<file path="src/rtl/rgb_pkg.sv">
// rtl/rgb_pkg.sv - shared colour type, palette and state encoding for the RGB fade sequencer
// Purpose: common definitions imported by rgb_fade_sequencer.
// Contents: color_t ({R,G,B}, 8 bits each), state_t, PALETTE[8], next_index().
package rgb_pkg;

  typedef logic [23:0] color_t;

  typedef enum logic [1:0] {
    ST_IDLE   = 2'd0,
    ST_FADE   = 2'd1,
    ST_HOLD   = 2'd2,
    ST_DIMOUT = 2'd3
  } state_t;

  localparam int PALETTE_SIZE = 8;

  localparam color_t PALETTE [PALETTE_SIZE] = '{
    24'hFF0000,
    24'h00FF00,
    24'h0000FF,
    24'hFFFF00,
    24'h00FFFF,
    24'hFF00FF,
    24'hFFFFFF,
    24'hFF8000
  };

  // Palette index advance, wrapping modulo the number of colours in use.
  function automatic logic [2:0] next_index(input logic [2:0] idx, input int num_colors);
    return (int'(idx) >= num_colors - 1) ? 3'd0 : idx + 3'd1;
  endfunction

endpackage

</file>
<file path="src/rtl/fade_step.sv">
// rtl/fade_step.sv - one colour channel: duty register moving one LSB toward a target per step
// Ports:
//   CLK   in   clock
//   RST   in   synchronous active-high reset (value -> 0)
//   step  in   apply one move this cycle
//   tgt   in   8-bit target value
//   value out  8-bit registered duty
//   done  out  value equals tgt once the pending move is applied
module fade_step (
  input  logic       CLK,
  input  logic       RST,
  input  logic       step,
  input  logic [7:0] tgt,
  output logic [7:0] value,
  output logic       done
);

  logic [7:0] moved;

  // Moves are always toward tgt, so value can never leave 0..255.
  always_comb begin
    moved = value;
    if (value < tgt) begin
      moved = value + 8'd1;
    end else if (value > tgt) begin
      moved = value - 8'd1;
    end
  end

  // Looks ahead at the post-step value so the FSM can leave on the completing step.
  assign done = (moved == tgt);

  always_ff @(posedge CLK) begin
    if (RST) begin
      value <= '0;
    end else if (step) begin
      value <= moved;
    end
  end

endmodule

</file>
<file path="src/rtl/rgb_fade_sequencer.sv">
// rtl/rgb_fade_sequencer.sv - palette fader driving R/G/B PWM duties on frame boundaries
// Ports:
//   CLK        in   system clock
//   RST        in   synchronous active-high reset
//   en         in   1 = run palette sequence, 0 = fade to black and idle
//   next_req   in   pulse: advance to the next palette colour
//   pwm_wrap   in   pulse: PWM counter rolled over (frame strobe)
//   duty_r/g/b out  8-bit channel duties
//   color_idx  out  current target palette index
//   busy       out  high while fading (FADE or DIMOUT)
module rgb_fade_sequencer
  import rgb_pkg::*;
#(
  parameter int NUM_COLORS  = 8,
  parameter int STEP_DIV    = 4,
  parameter int HOLD_FRAMES = 256
) (
  input  logic       CLK,
  input  logic       RST,
  input  logic       en,
  input  logic       next_req,
  input  logic       pwm_wrap,
  output logic [7:0] duty_r,
  output logic [7:0] duty_g,
  output logic [7:0] duty_b,
  output logic [2:0] color_idx,
  output logic       busy
);

  localparam logic [7:0]  DIV_LAST  = 8'(STEP_DIV - 1);
  localparam logic [15:0] HOLD_INIT = 16'(HOLD_FRAMES);

  state_t      state;
  state_t      state_nxt;
  logic [7:0]  div_cnt;
  logic [15:0] hold_cnt;

  logic        wrap_step;
  logic        hold_last;
  logic        step_en;
  logic        adv_idx;
  logic        load_hold;
  logic        hold_dec;
  color_t      tgt;
  logic        done_r;
  logic        done_g;
  logic        done_b;
  logic        all_done;

  // Every STEP_DIV-th frame is a fade step.
  assign wrap_step = pwm_wrap && (div_cnt == DIV_LAST);
  // Hold ends on the wrap that brings the counter to zero (or if already there).
  assign hold_last = pwm_wrap && (hold_cnt <= 16'd1);
  assign all_done  = done_r && done_g && done_b;

  // State register
  always_ff @(posedge CLK) begin
    if (RST) begin
      state <= ST_IDLE;
    end else begin
      state <= state_nxt;
    end
  end

  // Next-state logic; priority is en=0, then next_req, then frame-driven events.
  always_comb begin
    state_nxt = state;
    case (state)
      ST_IDLE: begin
        if (en) state_nxt = ST_FADE;
      end
      ST_FADE: begin
        if (!en) begin
          state_nxt = ST_DIMOUT;
        end else if (!next_req && wrap_step && all_done) begin
          state_nxt = ST_HOLD;
        end
      end
      ST_HOLD: begin
        if (!en) begin
          state_nxt = ST_DIMOUT;
        end else if (next_req || hold_last) begin
          state_nxt = ST_FADE;
        end
      end
      ST_DIMOUT: begin
        if (en) begin
          state_nxt = ST_FADE;
        end else if (wrap_step && all_done) begin
          state_nxt = ST_IDLE;
        end
      end
      default: state_nxt = ST_IDLE;
    endcase
  end

  // Output / datapath-control logic
  always_comb begin
    busy      = 1'b0;
    tgt       = PALETTE[color_idx];
    step_en   = 1'b0;
    adv_idx   = 1'b0;
    load_hold = 1'b0;
    hold_dec  = 1'b0;
    case (state)
      ST_FADE: begin
        busy = 1'b1;
        if (en) begin
          // A retarget on next_req takes the cycle; the old target gets no step.
          adv_idx   = next_req;
          step_en   = !next_req && wrap_step;
          load_hold = !next_req && wrap_step && all_done;
        end
      end
      ST_HOLD: begin
        if (en) begin
          // next_req and the final wrap together still advance only once.
          adv_idx  = next_req || hold_last;
          hold_dec = !next_req && pwm_wrap && (hold_cnt != 16'd0);
        end
      end
      ST_DIMOUT: begin
        busy    = 1'b1;
        tgt     = '0;
        step_en = !en && wrap_step;
      end
      default: ;
    endcase
  end

  // Palette index, hold counter and frame divider
  always_ff @(posedge CLK) begin
    if (RST) begin
      color_idx <= '0;
      hold_cnt  <= '0;
      div_cnt   <= '0;
    end else begin
      if (adv_idx) begin
        color_idx <= next_index(color_idx, NUM_COLORS);
      end

      if (load_hold) begin
        hold_cnt <= HOLD_INIT;
      end else if (hold_dec) begin
        hold_cnt <= hold_cnt - 16'd1;
      end

      // Each state starts with a full divider period before its first step.
      if (state_nxt != state) begin
        div_cnt <= '0;
      end else if (pwm_wrap) begin
        div_cnt <= wrap_step ? 8'd0 : div_cnt + 8'd1;
      end
    end
  end

  fade_step u_fade_r (
    .CLK   (CLK),
    .RST   (RST),
    .step  (step_en),
    .tgt   (tgt[23:16]),
    .value (duty_r),
    .done  (done_r)
  );

  fade_step u_fade_g (
    .CLK   (CLK),
    .RST   (RST),
    .step  (step_en),
    .tgt   (tgt[15:8]),
    .value (duty_g),
    .done  (done_g)
  );

  fade_step u_fade_b (
    .CLK   (CLK),
    .RST   (RST),
    .step  (step_en),
    .tgt   (tgt[7:0]),
    .value (duty_b),
    .done  (done_b)
  );

endmodule

</file>
<file path="config.mk">
export PLATFORM = sky130hd
export DESIGN_NAME = rgb_fade_sequencer
export DESIGN_NICKNAME = d
export VERILOG_FILES = /design/src/rtl/rgb_pkg.sv /design/src/rtl/fade_step.sv /design/src/rtl/rgb_fade_sequencer.sv
export SDC_FILE = /design/constraint.sdc
export NUM_CORES = 1
export LEC_CHECK = 0
export ABC_AREA = 1
export CAP_MARGIN = 25
export CORE_MARGIN = 2
export CORE_UTILIZATION = 61
export CTS_BUF_LIST = sky130_fd_sc_hd__clkbuf_4 sky130_fd_sc_hd__clkbuf_8 sky130_fd_sc_hd__clkbuf_16
export CTS_CLUSTER_DIAMETER = 150
export DETAILED_ROUTE_END_ITERATION = 8
export PLACE_DENSITY = 0.84
export SLEW_MARGIN = 20
export SYNTH_ARGS = -nofsm -noshare
export SYNTH_HDL_FRONTEND = slang
export SYNTH_SLANG_ARGS = --single-unit
</file>
<file path="constraint.sdc">
create_clock -name CLK -period 4.3 [get_ports CLK]
set_input_delay 0.86 -clock CLK [delete_from_list [all_inputs] [get_ports CLK]]
set_output_delay 0.86 -clock CLK [all_outputs]
set_load 0.03 [all_outputs]
</file>
==> results of run 1 <==
[logic make-up (layout without fill, tap and decap cells)]
family / count (synthesis) / count (layout) / synth area share [%]
AOI/OAI and AO/OA: 78 / 78 / 9.14
xor gates and xnor gates: 29 / 29 / 4.97
adders and majority gates: 40 / 40 / 9.80
buffers and inverters: 129 / 162 / 10.2
DFF: 53 / 53 / 20.8
muxes: 1 / 1 / 0.196
and+or+nand+nor: 507 / 507 / 44.9
[metal layers]
metal  share of wire, %  up-vias  wire length, µm  GRT usage [%]
met4                1.1        0              136           7.74
met5                  0        -                0              0
li1                   -     2761                -              -
met3                5.5       18              681           4.19
met1                 45     2474             5490           35.6
met2                 49      157             6020           49.3
[path summary, 6_finish.rpt]
check | to | depth (start not counted)
worst max-delay path | div_cnt[5]$_SDFFE_PP0P_ | 24
worst min-delay path | hold_cnt[3]$_SDFFE_PP0P_ | 2
worst max register to register | div_cnt[5]$_SDFFE_PP0P_ | 24
worst min register to register | hold_cnt[3]$_SDFFE_PP0P_ | 2
[layout by cell type, fill, tap and decap left out, drive strengths merged, types with 14 or more instances in the layout]
cell type | synthesis | final
clkdlybuf4s50 | 0 | 32
nor2 | 98 | 98
nand3 | 95 | 95
nor3 | 14 | 14
dfxtp | 53 | 53
xor2 | 25 | 25
a21oi | 32 | 32
nand4 | 20 | 20
o21ai | 22 | 22
o211ai | 15 | 15
nand2 | 268 | 268
inv | 108 | 109
ha | 40 | 40
[where the power goes]
group | switching [mW] | leakage [nW] | internal (mW)
clock network | 0.171 | 0.0546 | 0.173
registers | 0.0315 | 0.428 | 0.512
logic | 1.77 | 2.42 | 0.849
[repair_timing]
action                     CTS  global route
buffers inserted             0             4
pin swaps                    0             3
resized for setup            1            11
setup endpoints to repair    6            25
[worst max-delay path, cell delays in order, from the launching register on]
cell,delay (ns)
dfxtp_1,0.38
inv_1,0.12
ha_1,0.31
inv_1,0.06
nor2_1,0.04
nor3_2,0.23
clkinv_2,0.21
ha_1,0.35
a21o_1,0.19
nor2_2,0.17
nand2_4,0.13
or2_2,0.29
nand3_1,0.17
nand4_1,0.13
nor2_1,0.12
nand2_1,0.06
nand2_1,0.13
nand4_1,0.10
a21oi_1,0.13
nand2_1,0.08
nand2_1,0.09
nand2_1,0.06
nand2_1,0.10
nand2_4,0.12
nor2_2,0.09
[registers in the layout, summed over array words and instances, names as in the netlist]
register / cells
hold_cnt: 16
div_cnt: 8
u_fade_b.value: 8
u_fade_g.value: 8
u_fade_r.value: 8
color_idx: 3
state: 2
[cell type report]
cell class	count	area (µm²)
clock inverters	2	38.8
multi-input cells	655	3570
inverters	113	428
clock buffers	5	68.8
fillers	744	2480
repair buffers	42	395
well taps	105	131
flip-flops and latches	53	1060
==> results.sh, run 1 <==
export IMPL_crit_type="reg -> reg"
export IMPL_async_flop_share_pct=0
export IMPL_ys_ff_latch=53
export IMPL_hold_buffers=0
export IMPL_synth_area_leaders="dfxtp_1 (21%), nand2_1 (19%), ha_1 (9.8%)"
export IMPL_finish_net_count=915
export IMPL_vias=5410
export IMPL_drv_cap=0
export IMPL_hold_slack_ns=0.492
export IMPL_cp_arrival_ns=4.17
export IMPL_ys_top_cells_by_count="nand2_1 (253), inv_1 (104), nand3_1 (86)"
export IMPL_skew_ns=0.0113
export IMPL_ir_worst_vdd_mv=0.297
export IMPL_hold_viol_final=0
export IMPL_syn2layout_area_growth_pct=11.4
export IMPL_syn_nets=882
export IMPL_overflow=0
export IMPL_syn_avg_cell_area_um2=6.10
export IMPL_placed_area_um2=5510
export IMPL_fmax_mhz=255
export IMPL_syn_area_um2=5110
export IMPL_min_from="hold_cnt[3]$_SDFFE_PP0P_"
export IMPL_grt_pass1_vias=4822
export IMPL_drt_pass1_iter_count=5
export IMPL_grt_max_degree=21
export IMPL_drv_slew=0
export IMPL_p_per_area_nw_per_um2=617
export IMPL_finalWorstSetupSlack_ns=0.382
export IMPL_period_needed_ns=3.92
export IMPL_leakagePower_nw=2.90
export IMPL_start_util_pct=62.5
export IMPL_final_area_um2=5690
export IMPL_cts_buffers=5
export IMPL_wirelength_um=12300
export IMPL_final_core_util_pct=69.6
export IMPL_synth_edf_count=0
export IMPL_synthCells=837
export IMPL_yosysMostFrequentCell="nand2_1"
export IMPL_worstSetupStartpointType="flop"
export IMPL_gp_congestion=0.963
export IMPL_setup_viol=0
export IMPL_outcome="finished, final reports clean"
export IMPL_htreeDepth=2
export IMPL_dp_cells=964
export IMPL_worst_slew_pin_slew_ns=0.586
export IMPL_clock_tree_buffer_depth=2
export IMPL_clock_latency_ns=0.31
export IMPL_antenna_cells=0
export IMPL_yosysTopAreaCell="dfxtp_1"
export IMPL_hold_class="reg -> reg"
export IMPL_rrSetupSlack_ns=0.38
export IMPL_dp_hpwl_um=9420
export IMPL_setup_tns_final_ns=0
export IMPL_grt_pass1_wl_um=21000
export IMPL_wire_per_inst_um=12.6
export IMPL_yosysSeqAreaShare_pct=20.8
export IMPL_gr_usage_all_layers_pct=28.0
export IMPL_detail_route_antenna_nets=0
export IMPL_core_region_area_um2=8180
export IMPL_synth_cell_types=42
export IMPL_synth_top_flop_cell="dfxtp_1"
export IMPL_antenna_found_initial=0
export IMPL_cts_root_buf="clkbuf_8"
export IMPL_instances_no_fill=975
export IMPL_routed_via_density=5.55
export IMPL_power_mw=3.51
export IMPL_yosysWarnings=0
export IMPL_path_clk_slew_ns=0.10
export IMPL_cp_end_kind="flop"
export IMPL_startpoint="color_idx[1]$_SDFFE_PP0P_"
export IMPL_drt_iter0_drc=277
export IMPL_path_max_fanout=16
export IMPL_relSlewSlack_pct=60.8
export IMPL_pin_count=33
export IMPL_r2r_start="color_idx[1]$_SDFFE_PP0P_"
export IMPL_cts_tree="done"
export IMPL_drc=0
export IMPL_dieArea_um2=9120
export IMPL_die_x_um=95.5
export IMPL_required_ns=4.56
export IMPL_cts_sinks=53
export IMPL_rows=33
export IMPL_fin_crit_sh_pct=91.1
export IMPL_pre_cts_slack_ns=0.0381
export IMPL_synth_top_area_share_pct=20.8
export IMPL_layout_drive_gt1_share_pct=8.74
export IMPL_die_h_um=95.5
export IMPL_port_buffers=32
Note: power is estimated with default switching activity, not from simulation.
==> run 2: changes to the inputs <==
--- a/config.mk
+++ b/config.mk
@@ -8,11 +8,11 @@
 export ABC_AREA = 1
 export CAP_MARGIN = 25
 export CORE_MARGIN = 2
-export CORE_UTILIZATION = 61
+export CORE_UTILIZATION = 56
 export CTS_BUF_LIST = sky130_fd_sc_hd__clkbuf_4 sky130_fd_sc_hd__clkbuf_8 sky130_fd_sc_hd__clkbuf_16
 export CTS_CLUSTER_DIAMETER = 150
 export DETAILED_ROUTE_END_ITERATION = 8
-export PLACE_DENSITY = 0.84
+export PLACE_DENSITY = 0.78
 export SLEW_MARGIN = 20
 export SYNTH_ARGS = -nofsm -noshare
 export SYNTH_HDL_FRONTEND = slang
==> run 2 against run 1 <==
Fmax down 0.71%. Clock power fell by 13%. Total power shrank 3.6%. Routed wire length decreased by 0.94%. Largest power group unchanged.
==> results.sh, run 2 (synthesis results as in run 1) <==
export IMPL_drc=0
export IMPL_met3_usage_pct=2.53
export IMPL_grt_util_met1_pct=33.9
export IMPL_gp_congestion=0.924
export IMPL_die_h_um=99.5
export IMPL_antenna_cells=0
export IMPL_clock_latency_ns=0.32
export IMPL_overflow=0
export IMPL_r2r_start="state[0]$_SDFF_PP0_"
export IMPL_ir_worst_vdd_mv=0.290
export IMPL_setup_viol=0
export IMPL_placed_area_um2=5510
export IMPL_p_per_area_nw_per_um2=599
export IMPL_grt_pass1_vias=4884
export IMPL_largest_register_ffs=16
export IMPL_outcome="finished, final reports clean"
export IMPL_layout_drive_gt1_share_pct=8.19
export IMPL_r2r_end="hold_cnt[13]$_SDFFE_PP0P_"
export IMPL_fillers=836
export IMPL_pin_count=33
export IMPL_drt_iter0_drc=203
export IMPL_path_clk_slew_ns=0.09
export IMPL_hold_path_depth=2
export IMPL_wirelength_um=12200
export IMPL_drv_cap=0
export IMPL_power_mw=3.39
export IMPL_crit_chain="ha_1 -> inv_2 -> nand3_4 -> ha_1 -> a21o_1 -> nor2_1 -> nand3_4 -> buf_4 -> nand3_1 -> nand3_1 -> nor2_1 -> nand2_1 -> nor2_1 -> nand2_1 -> nand2_2 -> inv_1 -> nor2_2 -> nand3b_1 -> nand2_1 -> nor2_1"
export IMPL_vias=5307
export IMPL_final_core_util_pct=64.4
export IMPL_instances_no_fill=975
export IMPL_cts_buffers=5
export IMPL_grt_max_degree=23
export IMPL_cp_end_kind="flop"
export IMPL_pwr_share_seq_pct=16.0
export IMPL_core_region_area_um2=8760
export IMPL_hold_end="hold_cnt[3]$_SDFFE_PP0P_"
export IMPL_final_cell_mix="nand2_1 (252), inv_1 (103), nand3_1 (84), nor2_1 (84), dfxtp_1 (53)"
export IMPL_path_max_fanout=15
export IMPL_cp_arrival_ns=4.13
export IMPL_slowest_stage="nand2_1"
export IMPL_min_from="hold_cnt[3]$_SDFFE_PP0P_"
export IMPL_crit_path_frequent_cell="nor2_1"
export IMPL_fin_crit_sh_pct=91.8
export IMPL_syn2layout_area_growth_pct=10.6
export IMPL_swShare_pct=57.6
export IMPL_antenna_found_initial=0
export IMPL_dieArea_um2=9900
export IMPL_setup_tns_final_ns=0
export IMPL_relSlewSlack_pct=59.1
export IMPL_port_buffers=32
export IMPL_drt_pass1_iter_count=5
export IMPL_wire_per_inst_um=12.5
export IMPL_final_area_um2=5650
export IMPL_leakagePower_nw=2.87
export IMPL_rows=34
export IMPL_cts_sinks=53
export IMPL_combinationalPowerShare_pct=75.1
export IMPL_p_sw_mw=1.95
export IMPL_critPathTopFamily="simple AND/OR/NAND/NOR gates"
export IMPL_detail_route_antenna_nets=0
export IMPL_max_stage_delay_ns=0.42
export IMPL_required_ns=4.48
export IMPL_worst_slew_pin_slew_ns=0.612
export IMPL_start_util_pct=58.3
export IMPL_multiInputGateArea_um2=3560
export IMPL_largest_register="hold_cnt"
export IMPL_clock_tree_buffer_depth=2
export IMPL_cp_num_buf_inv=3
export IMPL_dp_cells=967
export IMPL_finalWorstSetupSlack_ns=0.354
export IMPL_die_x_um=99.5
export IMPL_drv_slew=0
export IMPL_hold_slack_ns=0.486
export IMPL_hold_viol_final=0
export IMPL_finish_net_count=912
export IMPL_worstSetupStartpointType="flop"
export IMPL_grt_use_met2_pct=42.9
export IMPL_gr_usage_all_layers_pct=24.9
export IMPL_htreeDepth=2
export IMPL_fmax_mhz=253
export IMPL_seqCellArea_um2=1060
export IMPL_grt_setup_unrepaired="false"
export IMPL_hold_class="reg -> reg"
export IMPL_rrSetupSlack_ns=0.35
export IMPL_skew_ns=0.0117
export IMPL_layout_commonest_cell="nand2_1"
export IMPL_dp_hpwl_um=9440
export IMPL_routed_via_density=5.44
export IMPL_cts_root_buf="clkbuf_8"
export IMPL_p_int_mw=1.44
export IMPL_reg2regPathDepth=20
export IMPL_grt_pass1_wl_um=21100
export IMPL_busiest_layer="met2"
export IMPL_p_clk_share_pct=8.9
export IMPL_period_needed_ns=3.95
export IMPL_crit_type="reg -> reg"
export IMPL_cts_tree="done"
export IMPL_pre_cts_slack_ns=0.0693
run 2: worst max-delay path by stage:
stage,cells after the start,end,from
2_1_floorplan,26,div_cnt[0]$_SDFFE_PP0P_,color_idx[0]$_SDFFE_PP0P_
4_1_cts,21,hold_cnt[13]$_SDFFE_PP0P_,state[0]$_SDFF_PP0_
3_3_place_gp,23,hold_cnt[14]$_SDFFE_PP0P_,state[0]$_SDFF_PP0_
3_5_place_dp,21,hold_cnt[13]$_SDFFE_PP0P_,state[0]$_SDFF_PP0_
6_report,20,hold_cnt[13]$_SDFFE_PP0P_,state[0]$_SDFF_PP0_
5_1_grt,27,div_cnt[3]$_SDFFE_PP0P_,color_idx[1]$_SDFFE_PP0P_
run 2: what timing repair did:
item / 4_1_cts / 5_1_grt
endpoints found under the setup margin: 0 / 25
hold endpoints to repair: 0 / 0
buffers inserted: 0 / 1
gates resized for setup: 0 / 9
hold buffers: 0 / 0
run 2: metal layers:
metal	up-vias	wire [µm]
li1	2749	-
met1	2425	5880
met2	116	5740
met3	17	437
met4	0	153
met5	-	0
run 2: layout make-up:
| class | count | area share [%] |
|---|---|---|
| clock inverters | 1 | 0.133 |
| multi-input cells | 655 | 63.0 |
| repair buffers | 39 | 6.60 |
| well taps | 108 | 2.39 |
| flip-flops and latches | 53 | 18.8 |
| clock buffers | 6 | 1.46 |
| inverters | 113 | 7.62 |
run 2: tightest hold or removal path: cells and delay by family (launching register included):
kind / cells / cell delay, ns
AO/OA/AOI/OAI: 1 / 0.05
flip-flops: 1 / 0.33
AND/OR/NAND/NOR: 1 / 0.06
run 2: power by group through the flow:
stage               clock, mW  combinational [mW]  sequential (mW)
floorplan                   0                2.05            0.560
global placement            0                2.42            0.552
detailed placement          0                2.48            0.553
CTS                     0.304                2.49            0.541
global route            0.321                2.90            0.547
finish                  0.300                2.54            0.543
